--- src/rtl/rob_commit_if.sv ---
// ROB-to-retirement bundle: the ROB head window going in, plus the consume handshake,
// register-file write ports, flush/redirect strobes and retire counter coming back out.
interface rob_commit_if #(
    parameter int RET_COUNT  = 4,
    parameter int DEPTH      = 16,
    parameter int DEPTHLOG2  = $clog2(DEPTH),
    parameter int RETCNTLOG2 = $clog2(RET_COUNT)
);
    logic [DEPTHLOG2-1:0]        head_idx;
    logic [DEPTHLOG2:0]          used_count;
    logic [RET_COUNT-1:0]        slot_valid;
    logic [RET_COUNT-1:0][4:0]   slot_dest_reg;
    logic [RET_COUNT-1:0]        slot_dest_valid;
    logic [RET_COUNT-1:0][31:0]  slot_result;
    logic [RET_COUNT-1:0]        slot_mispredict;
    logic [RET_COUNT-1:0][31:0]  slot_target;

    logic                        consume;
    logic [RETCNTLOG2-1:0]       consume_count;
    logic [RET_COUNT-1:0]        rf_wr_en;
    logic [RET_COUNT-1:0][4:0]   rf_wr_addr;
    logic [RET_COUNT-1:0][31:0]  rf_wr_data;
    logic                        flush;
    logic [DEPTHLOG2-1:0]        flush_idx;
    logic                        redirect_valid;
    logic [31:0]                 redirect_pc;
    logic [31:0]                 retired_count;

    modport master (
        output head_idx, used_count, slot_valid, slot_dest_reg, slot_dest_valid,
               slot_result, slot_mispredict, slot_target,
        input  consume, consume_count, rf_wr_en, rf_wr_addr, rf_wr_data,
               flush, flush_idx, redirect_valid, redirect_pc, retired_count
    );

    modport slave (
        input  head_idx, used_count, slot_valid, slot_dest_reg, slot_dest_valid,
               slot_result, slot_mispredict, slot_target,
        output consume, consume_count, rf_wr_en, rf_wr_addr, rf_wr_data,
               flush, flush_idx, redirect_valid, redirect_pc, retired_count
    );
endinterface

--- src/rtl/rob_commit.sv ---
// In-order retirement stage: retires up to RET_COUNT completed ROB head entries per cycle,
// drives registered RF writes, and sequences branch + delay-slot retirement before a flush.
module rob_commit #(
    parameter int RET_COUNT  = 4,
    parameter int DEPTH      = 16,
    parameter int DEPTHLOG2  = $clog2(DEPTH),
    parameter int RETCNTLOG2 = $clog2(RET_COUNT)
) (
    input  logic        clock,
    input  logic        reset_n,
    rob_commit_if.slave rob
);
    localparam int CNTW = RETCNTLOG2 + 1;
    localparam int UCW  = DEPTHLOG2 + 1;

    localparam logic [1:0] ST_RUN      = 2'd0;
    localparam logic [1:0] ST_WAIT_BDS = 2'd1;
    localparam logic [1:0] ST_REDIRECT = 2'd2;

    logic [1:0]                 state;
    logic [1:0]                 state_next;
    logic [CNTW-1:0]            win_n;
    logic [CNTW-1:0]            retire_n;
    logic                       run;
    logic                       mp_found;
    logic [CNTW-1:0]            mp_slot;
    logic [31:0]                mp_target;
    logic [UCW-1:0]             idx_sum;
    logic [DEPTHLOG2-1:0]       mp_idx;
    logic                       consume_int;
    logic [RET_COUNT-1:0]       wr_en_next;

    logic [DEPTHLOG2-1:0]       latched_idx;
    logic [31:0]                latched_pc;
    logic [RET_COUNT-1:0]       rf_wr_en_q;
    logic [RET_COUNT-1:0][4:0]  rf_wr_addr_q;
    logic [RET_COUNT-1:0][31:0] rf_wr_data_q;
    logic                       flush_q;
    logic [DEPTHLOG2-1:0]       flush_idx_q;
    logic [31:0]                redirect_pc_q;
    logic [31:0]                retired_count_q;

    // Eligible window: leading run of completed slots, never reaching past the ROB occupancy.
    always_comb begin
        win_n = '0;
        run   = 1'b1;
        for (int i = 0; i < RET_COUNT; i++) begin
            if (run && rob.slot_valid[i] && (UCW'(i) < rob.used_count)) begin
                win_n = CNTW'(i + 1);
            end else begin
                run = 1'b0;
            end
        end
    end

    always_comb begin
        mp_found  = 1'b0;
        mp_slot   = '0;
        mp_target = '0;
        for (int i = 0; i < RET_COUNT; i++) begin
            if (!mp_found && (CNTW'(i) < win_n) && rob.slot_mispredict[i]) begin
                mp_found  = 1'b1;
                mp_slot   = CNTW'(i);
                mp_target = rob.slot_target[i];
            end
        end
        idx_sum = {1'b0, rob.head_idx} + UCW'(mp_slot);
        if (idx_sum >= UCW'(DEPTH)) begin
            mp_idx = DEPTHLOG2'(idx_sum - UCW'(DEPTH));
        end else begin
            mp_idx = DEPTHLOG2'(idx_sum);
        end
    end

    // A mispredicted branch always takes its delay slot with it; if the slot is not
    // yet available the branch retires alone and the delay slot is collected later.
    always_comb begin
        retire_n   = '0;
        state_next = state;
        case (state)
            ST_RUN: begin
                if (mp_found) begin
                    if ((mp_slot + CNTW'(1)) < win_n) begin
                        retire_n   = mp_slot + CNTW'(2);
                        state_next = ST_REDIRECT;
                    end else begin
                        retire_n   = mp_slot + CNTW'(1);
                        state_next = ST_WAIT_BDS;
                    end
                end else begin
                    retire_n = win_n;
                end
            end
            ST_WAIT_BDS: begin
                if (rob.slot_valid[0] && (rob.used_count != '0)) begin
                    retire_n   = CNTW'(1);
                    state_next = ST_REDIRECT;
                end
            end
            ST_REDIRECT: begin
                state_next = ST_RUN;
            end
            default: begin
                state_next = ST_RUN;
            end
        endcase
    end

    assign consume_int       = reset_n && (retire_n != '0);
    assign rob.consume       = consume_int;
    assign rob.consume_count = RETCNTLOG2'(retire_n - CNTW'(1));

    // Within one retire group the youngest writer of a register wins; r0 is never written.
    always_comb begin
        wr_en_next = '0;
        for (int i = 0; i < RET_COUNT; i++) begin
            if ((CNTW'(i) < retire_n) && rob.slot_dest_valid[i] && (rob.slot_dest_reg[i] != 5'd0)) begin
                wr_en_next[i] = 1'b1;
                for (int j = i + 1; j < RET_COUNT; j++) begin
                    if ((CNTW'(j) < retire_n) && rob.slot_dest_valid[j] &&
                        (rob.slot_dest_reg[j] == rob.slot_dest_reg[i])) begin
                        wr_en_next[i] = 1'b0;
                    end
                end
            end
        end
    end

    always_ff @(posedge clock or negedge reset_n) begin
        if (!reset_n) begin
            state           <= ST_RUN;
            latched_idx     <= '0;
            latched_pc      <= '0;
            rf_wr_en_q      <= '0;
            rf_wr_addr_q    <= '0;
            rf_wr_data_q    <= '0;
            flush_q         <= 1'b0;
            flush_idx_q     <= '0;
            redirect_pc_q   <= '0;
            retired_count_q <= '0;
        end else begin
            state        <= state_next;
            rf_wr_en_q   <= wr_en_next;
            rf_wr_addr_q <= rob.slot_dest_reg;
            rf_wr_data_q <= rob.slot_result;
            if (consume_int) begin
                retired_count_q <= retired_count_q + 32'(retire_n);
            end
            if ((state == ST_RUN) && mp_found) begin
                latched_idx <= mp_idx;
                latched_pc  <= mp_target;
            end
            flush_q <= (state_next == ST_REDIRECT);
            if ((state == ST_RUN) && (state_next == ST_REDIRECT)) begin
                flush_idx_q   <= mp_idx;
                redirect_pc_q <= mp_target;
            end else if ((state == ST_WAIT_BDS) && (state_next == ST_REDIRECT)) begin
                flush_idx_q   <= latched_idx;
                redirect_pc_q <= latched_pc;
            end
        end
    end

    assign rob.rf_wr_en       = rf_wr_en_q;
    assign rob.rf_wr_addr     = rf_wr_addr_q;
    assign rob.rf_wr_data     = rf_wr_data_q;
    assign rob.flush          = flush_q;
    assign rob.redirect_valid = flush_q;
    assign rob.flush_idx      = flush_idx_q;
    assign rob.redirect_pc    = redirect_pc_q;
    assign rob.retired_count  = retired_count_q;
endmodule
--- src/flat_wrapper.sv ---
// flat-port wrapper written by rule: the top's interface ports become plain ports
module rob_commit_flat 
#(
    parameter int RET_COUNT  = 4,
    parameter int DEPTH      = 16,
    parameter int DEPTHLOG2  = $clog2(DEPTH),
    parameter int RETCNTLOG2 = $clog2(RET_COUNT)
)
  (clock, reset_n, rob_head_idx, rob_used_count, rob_slot_valid, rob_slot_dest_reg, rob_slot_dest_valid, rob_slot_result, rob_slot_mispredict, rob_slot_target, rob_consume, rob_consume_count, rob_rf_wr_en, rob_rf_wr_addr, rob_rf_wr_data, rob_flush, rob_flush_idx, rob_redirect_valid, rob_redirect_pc, rob_retired_count);
  rob_commit_if #(.RET_COUNT(RET_COUNT), .DEPTH(DEPTH), .DEPTHLOG2(DEPTHLOG2), .RETCNTLOG2(RETCNTLOG2)) rob_i ();
  input  logic clock;
  input  logic reset_n;
  input wire logic [$bits(rob_i.head_idx)-1:0] rob_head_idx;
  input wire logic [$bits(rob_i.used_count)-1:0] rob_used_count;
  input wire logic [$bits(rob_i.slot_valid)-1:0] rob_slot_valid;
  input wire logic [$bits(rob_i.slot_dest_reg)-1:0] rob_slot_dest_reg;
  input wire logic [$bits(rob_i.slot_dest_valid)-1:0] rob_slot_dest_valid;
  input wire logic [$bits(rob_i.slot_result)-1:0] rob_slot_result;
  input wire logic [$bits(rob_i.slot_mispredict)-1:0] rob_slot_mispredict;
  input wire logic [$bits(rob_i.slot_target)-1:0] rob_slot_target;
  output wire logic [$bits(rob_i.consume)-1:0] rob_consume;
  output wire logic [$bits(rob_i.consume_count)-1:0] rob_consume_count;
  output wire logic [$bits(rob_i.rf_wr_en)-1:0] rob_rf_wr_en;
  output wire logic [$bits(rob_i.rf_wr_addr)-1:0] rob_rf_wr_addr;
  output wire logic [$bits(rob_i.rf_wr_data)-1:0] rob_rf_wr_data;
  output wire logic [$bits(rob_i.flush)-1:0] rob_flush;
  output wire logic [$bits(rob_i.flush_idx)-1:0] rob_flush_idx;
  output wire logic [$bits(rob_i.redirect_valid)-1:0] rob_redirect_valid;
  output wire logic [$bits(rob_i.redirect_pc)-1:0] rob_redirect_pc;
  output wire logic [$bits(rob_i.retired_count)-1:0] rob_retired_count;
  assign rob_i.head_idx = rob_head_idx;
  assign rob_i.used_count = rob_used_count;
  assign rob_i.slot_valid = rob_slot_valid;
  assign rob_i.slot_dest_reg = rob_slot_dest_reg;
  assign rob_i.slot_dest_valid = rob_slot_dest_valid;
  assign rob_i.slot_result = rob_slot_result;
  assign rob_i.slot_mispredict = rob_slot_mispredict;
  assign rob_i.slot_target = rob_slot_target;
  assign rob_consume = rob_i.consume;
  assign rob_consume_count = rob_i.consume_count;
  assign rob_rf_wr_en = rob_i.rf_wr_en;
  assign rob_rf_wr_addr = rob_i.rf_wr_addr;
  assign rob_rf_wr_data = rob_i.rf_wr_data;
  assign rob_flush = rob_i.flush;
  assign rob_flush_idx = rob_i.flush_idx;
  assign rob_redirect_valid = rob_i.redirect_valid;
  assign rob_redirect_pc = rob_i.redirect_pc;
  assign rob_retired_count = rob_i.retired_count;
  rob_commit #(.RET_COUNT(RET_COUNT), .DEPTH(DEPTH), .DEPTHLOG2(DEPTHLOG2), .RETCNTLOG2(RETCNTLOG2)) u_core (.clock(clock), .reset_n(reset_n), .rob(rob_i));
endmodule
--- config.mk ---
export PLATFORM = sky130hd
export DESIGN_NAME = rob_commit_flat
export DESIGN_NICKNAME = d
export VERILOG_FILES = /design/src/rtl/rob_commit_if.sv /design/src/rtl/rob_commit.sv /design/src/flat_wrapper.sv
export SDC_FILE = /design/constraint.sdc
export NUM_CORES = 1
export LEC_CHECK = 0
export ABC_AREA = 1
export ABC_CLOCK_PERIOD_IN_PS = 3600
export BUFFER_PORTS_ARGS = -buffer_cell sky130_fd_sc_hd__buf_4
export CAP_MARGIN = 15
export CORE_AREA = 4 4 204 206
export DETAILED_ROUTE_END_ITERATION = 7
export DIE_AREA = 0 0 208 210
export GPL_ROUTABILITY_DRIVEN = 0
export PLACE_DENSITY = 0.54
export SLEW_MARGIN = 10
export SYNTH_ARGS = -nofsm -noshare
export SYNTH_HDL_FRONTEND = slang
export SYNTH_SLANG_ARGS = --single-unit
--- constraint.sdc ---
create_clock -name clock -period 3.6 [get_ports clock]
set_input_delay 0.18 -clock clock [delete_from_list [all_inputs] [get_ports clock]]
set_output_delay 0.18 -clock clock [all_outputs]
set_load 0.05 [all_outputs]
==> flow_summary.yaml <==
power_and_ir_drop:
  powerDensity_mw_per_mm2: 621
  power_frac_comb_pct: 38.7
  p_switching_w: 0.00469
  pwr-share-clk_pct: 28.2
  pwr-share-seq_pct: 33.1
  switching_share_pct: 40.3
  p_leak_nw: 9.14
  intPower_w: 0.00694
  peakVddDrop_mv: 0.346
yosys:
  synth_top_cell_by_area: "dfrtp_1"
  mappedNetlistNets: 1423
  synthArstFlopShare_pct: 100
  synth-seq-cells: 259
  synth_area_leaders: "dfrtp_1, nand2_1, nand3_1"
  yosysWarnings: 0
  synth.avg_cell_area_sq_um: 9.56
  synth_cell_types: 42
  yosysSeqAreaShare_pct: 60.9
  yosys.area.top_type_share_pct: 60.9
  synth_cells: 1113
  synth_ff_type: "dfrtp_1"
  synth-edff-count: 0
  syn_area_sq_mm: 0.0106
route:
  viasPerCell: 4.45
  wl_per_cell_microns: 18.0
  drc_errors: 0
  postRouteWirelength_microns: 43900
  drtIter0Drc: 575
  vias: 10900
  ant_nets: 0
  firstDrtPassIters: 5
timing:
  final_max_slew_viol_count: 0
  post-route-period-util_pct: 92.5
  worst_slew_pin_slew_ns: 1.13
  hold_ws_ns: 0.0380
  rsz0062_at_grt: "false"
  finalSetupViolations: 0
  fin_skew_ns: 0.0123
  setup_tns_ns: 0
  max_freq_ghz: 0.300
  slew_headroom_pct: 24.3
  setup_ws_ns: 0.271
  hold_viol: 0
  fin_crit_ns: 3.33
cts:
  htreeDepth: 1
  path_clk_slew_ns: 0.06
  clockBufferDepth: 3
  root_buffer: "clkbuf_16"
  cts_buffers: 31
  cts_sinks: 259
  tritoncts: "done"
  clk_latency_ns: 0.56
die:
  dieArea_sq_mm: 0.0437
  die_h_microns: 210
  core_area_sq_mm: 0.0396
  fp-row-count: 73
  die_w_microns: 208
  initial_core_util_pct: 26.8
  ioPinCount: 524
placed_design:
  placed_cell_area_sq_mm: 0.0155
  io_buffer_count: 523
  dp_hpwl_microns: 31900
  dp_slack_ns: -0.336
grt:
  globalRouteTotalUtil_pct: 19.3
  grt_overflow_total: 0
  antenna_found_initial: 3
  grt_pass1_wl_microns: 67500
  grt_max_degree: 115
  grt_pass1_vias: 11400
final_layout:
  final_layout_size_suffix_gt1_share_pct: 35.1
  nFillCells: 3724
  multi_input_area_sq_mm: 0.00382
  syn_to_final_growth_pct: 76.0
  final_area_sq_mm: 0.0187
  regArea_sq_mm: 0.00648
  final_nets: 2196
status:
  status: "complete, no violations"
worst_setup_path:
  cp.arrival_ns: 3.15
  critPathKind: "in2out"
  crit_required_ns: 3.42
  r2r_setup_slack_ns: 1.09
  cp-start-kind: "primary input"
  end_kind: "output pin"
  cp-startpoint: "rob_used_count[3]"
  r2r-start: "u_core.state[0]$_DFF_PN0_"
  cp_max_fo: 22
min_path:
  hold_start: "rob_head_idx[1]"
  hold_path_class: "in2reg"
flow_run:
  maxCapViolations: 0
[per-stage QoR]
stage                     power, W  instances  utilization (%)
after floorplan            0.00652       1113                -
final                       0.0116       2438             47.3
after global placement     0.00821       2167             39.2
after CTS                   0.0118       2435             47.2
after detailed placement   0.00826       2167             39.2
after global routing        0.0123       2438             47.3
[synthesized netlist by cell type, types with 2 or more instances]
cell type	number
clkbuf_1	22
a21oi_1	6
nand3_1	84
inv_1	56
nand3b_1	6
o22ai_1	2
nand2_4	2
nand4_1	21
nand2_1	362
nor3_1	19
nor4_1	7
a22oi_1	32
o21ai_0	7
xor2_1	25
fa_1	2
nand2_2	7
ha_1	9
nor2_1	77
dfrtp_1	259
a31oi_1	38
o21ai_1	15
buf_2	13
buf_6	3
buf_1	4
inv_2	2
xnor2_1	14
nor3b_1	2
nor2_4	2
buf_4	2
[layout by cell type (no fill, tap or decap), types with 31 or more instances in the layout]
| cell type | instances |
|---|---|
| buf_4 | 569 |
| nand2_1 | 356 |
| dfrtp_1 | 259 |
| dlygate4sd3_1 | 210 |
| nand3_1 | 82 |
| nor2_1 | 70 |
| inv_1 | 52 |
| a31oi_1 | 38 |
| a22oi_1 | 32 |
| clkbuf_16 | 31 |
[state kept, by name, summed over array words and instances (netlist names)]
register and count:
u_core.rob.rf_wr_addr 20, u_core.rob.redirect_pc 32, u_core.state 2, u_core.rob.rf_wr_en 4
u_core.rob.flush 1, u_core.latched_idx 4, u_core.rob.rf_wr_data 128, u_core.rob.retired_count 32
u_core.rob.flush_idx 4, u_core.latched_pc 32
[repair_timing]
action / 4_1_cts / 5_1_grt
hold endpoints to repair: 231 / 0
setup buffers: 0 / 1
endpoints found under the setup margin: 0 / 4
hold buffers: 210 / 0
resized for setup: 0 / 3
[power groups by stage]
| stage | clock network, W | logic [W] | registers, W |
|---|---|---|---|
| 5_1_grt | 0.00352 | 0.00485 | 0.00393 |
| 2_1_floorplan | 0 | 0.00129 | 0.00523 |
| 6_report | 0.00328 | 0.00450 | 0.00385 |
| 3_3_place_gp | 0 | 0.00433 | 0.00388 |
| 4_1_cts | 0.00339 | 0.00456 | 0.00386 |
| 3_5_place_dp | 0 | 0.00435 | 0.00391 |
[routing by layer]
metal / global-route usage, % / share of wire, % / up-vias
li1: - / - / 5216
met1: 23.4 / 40 / 5157
met2: 33.7 / 50 / 412
met3: 5.57 / 7.7 / 70
met4: 5.28 / 2.7 / 0
met5: 0 / 0 / -
[cell type report]
| cell class | count | area share (%) |
|---|---|---|
| multi-input cells | 750 | 20.4 |
| repair buffers | 784 | 34.5 |
| clock buffers | 38 | 4.39 |
| clock inverters | 20 | 1.36 |
| well taps | 525 | 3.51 |
| inverters | 60 | 1.22 |
| diodes | 2 | 0.0267 |
| flip-flops and latches | 259 | 34.6 |
[path summary, 6_finish.rpt]
check	end	depth (start not counted)
max in group asynchronous	u_core.latched_pc[17]$_DFFE_PN0P_	3
setup reg to reg	u_core.rob.retired_count[26]$_DFFE_PN0P_	19
min in group asynchronous	u_core.rob.rf_wr_data[51]$_DFF_PN0_	2
setup / recovery	rob_consume	25
hold / removal	u_core.latched_idx[1]$_DFFE_PN0P_	4
hold reg to reg	u_core.latched_pc[5]$_DFFE_PN0P_	2
[cells by family (layout without fill, tap and decap cells)]
group | after synthesis | after routing | synth area share, %
DFF | 259 | 259 | 60.9
xor gates and xnor gates | 39 | 39 | 3.21
adders and majority gates | 11 | 11 | 1.43
other | 0 | 2 | 0
buffers and inverters | 104 | 902 | 4.13
and+or+nand+nor | 593 | 593 | 23.8
AOI/OAI and AO/OA | 107 | 107 | 6.56
[worst max-delay path, stage by stage]
cell and delay [ns]:
buf_4 0.12, nor2_4 0.14, nand2_2 0.09, nand3_2 0.09, nor2_4 0.04, nand3_1 0.11, inv_1 0.07, nand2_1 0.10
nand2_2 0.07, ha_1 0.30, ha_1 0.28, nand2_1 0.07, inv_1 0.05, nand2_2 0.10, nand2_4 0.06, nand2_1 0.06
nand3_1 0.09, nand2_2 0.08, nand2_4 0.06, buf_4 0.15, ha_1 0.20, nand2_2 0.10, nand2_4 0.06, inv_4 0.22
buf_4 0.26
No activity file was read; power rests on OpenSTA's default activity.
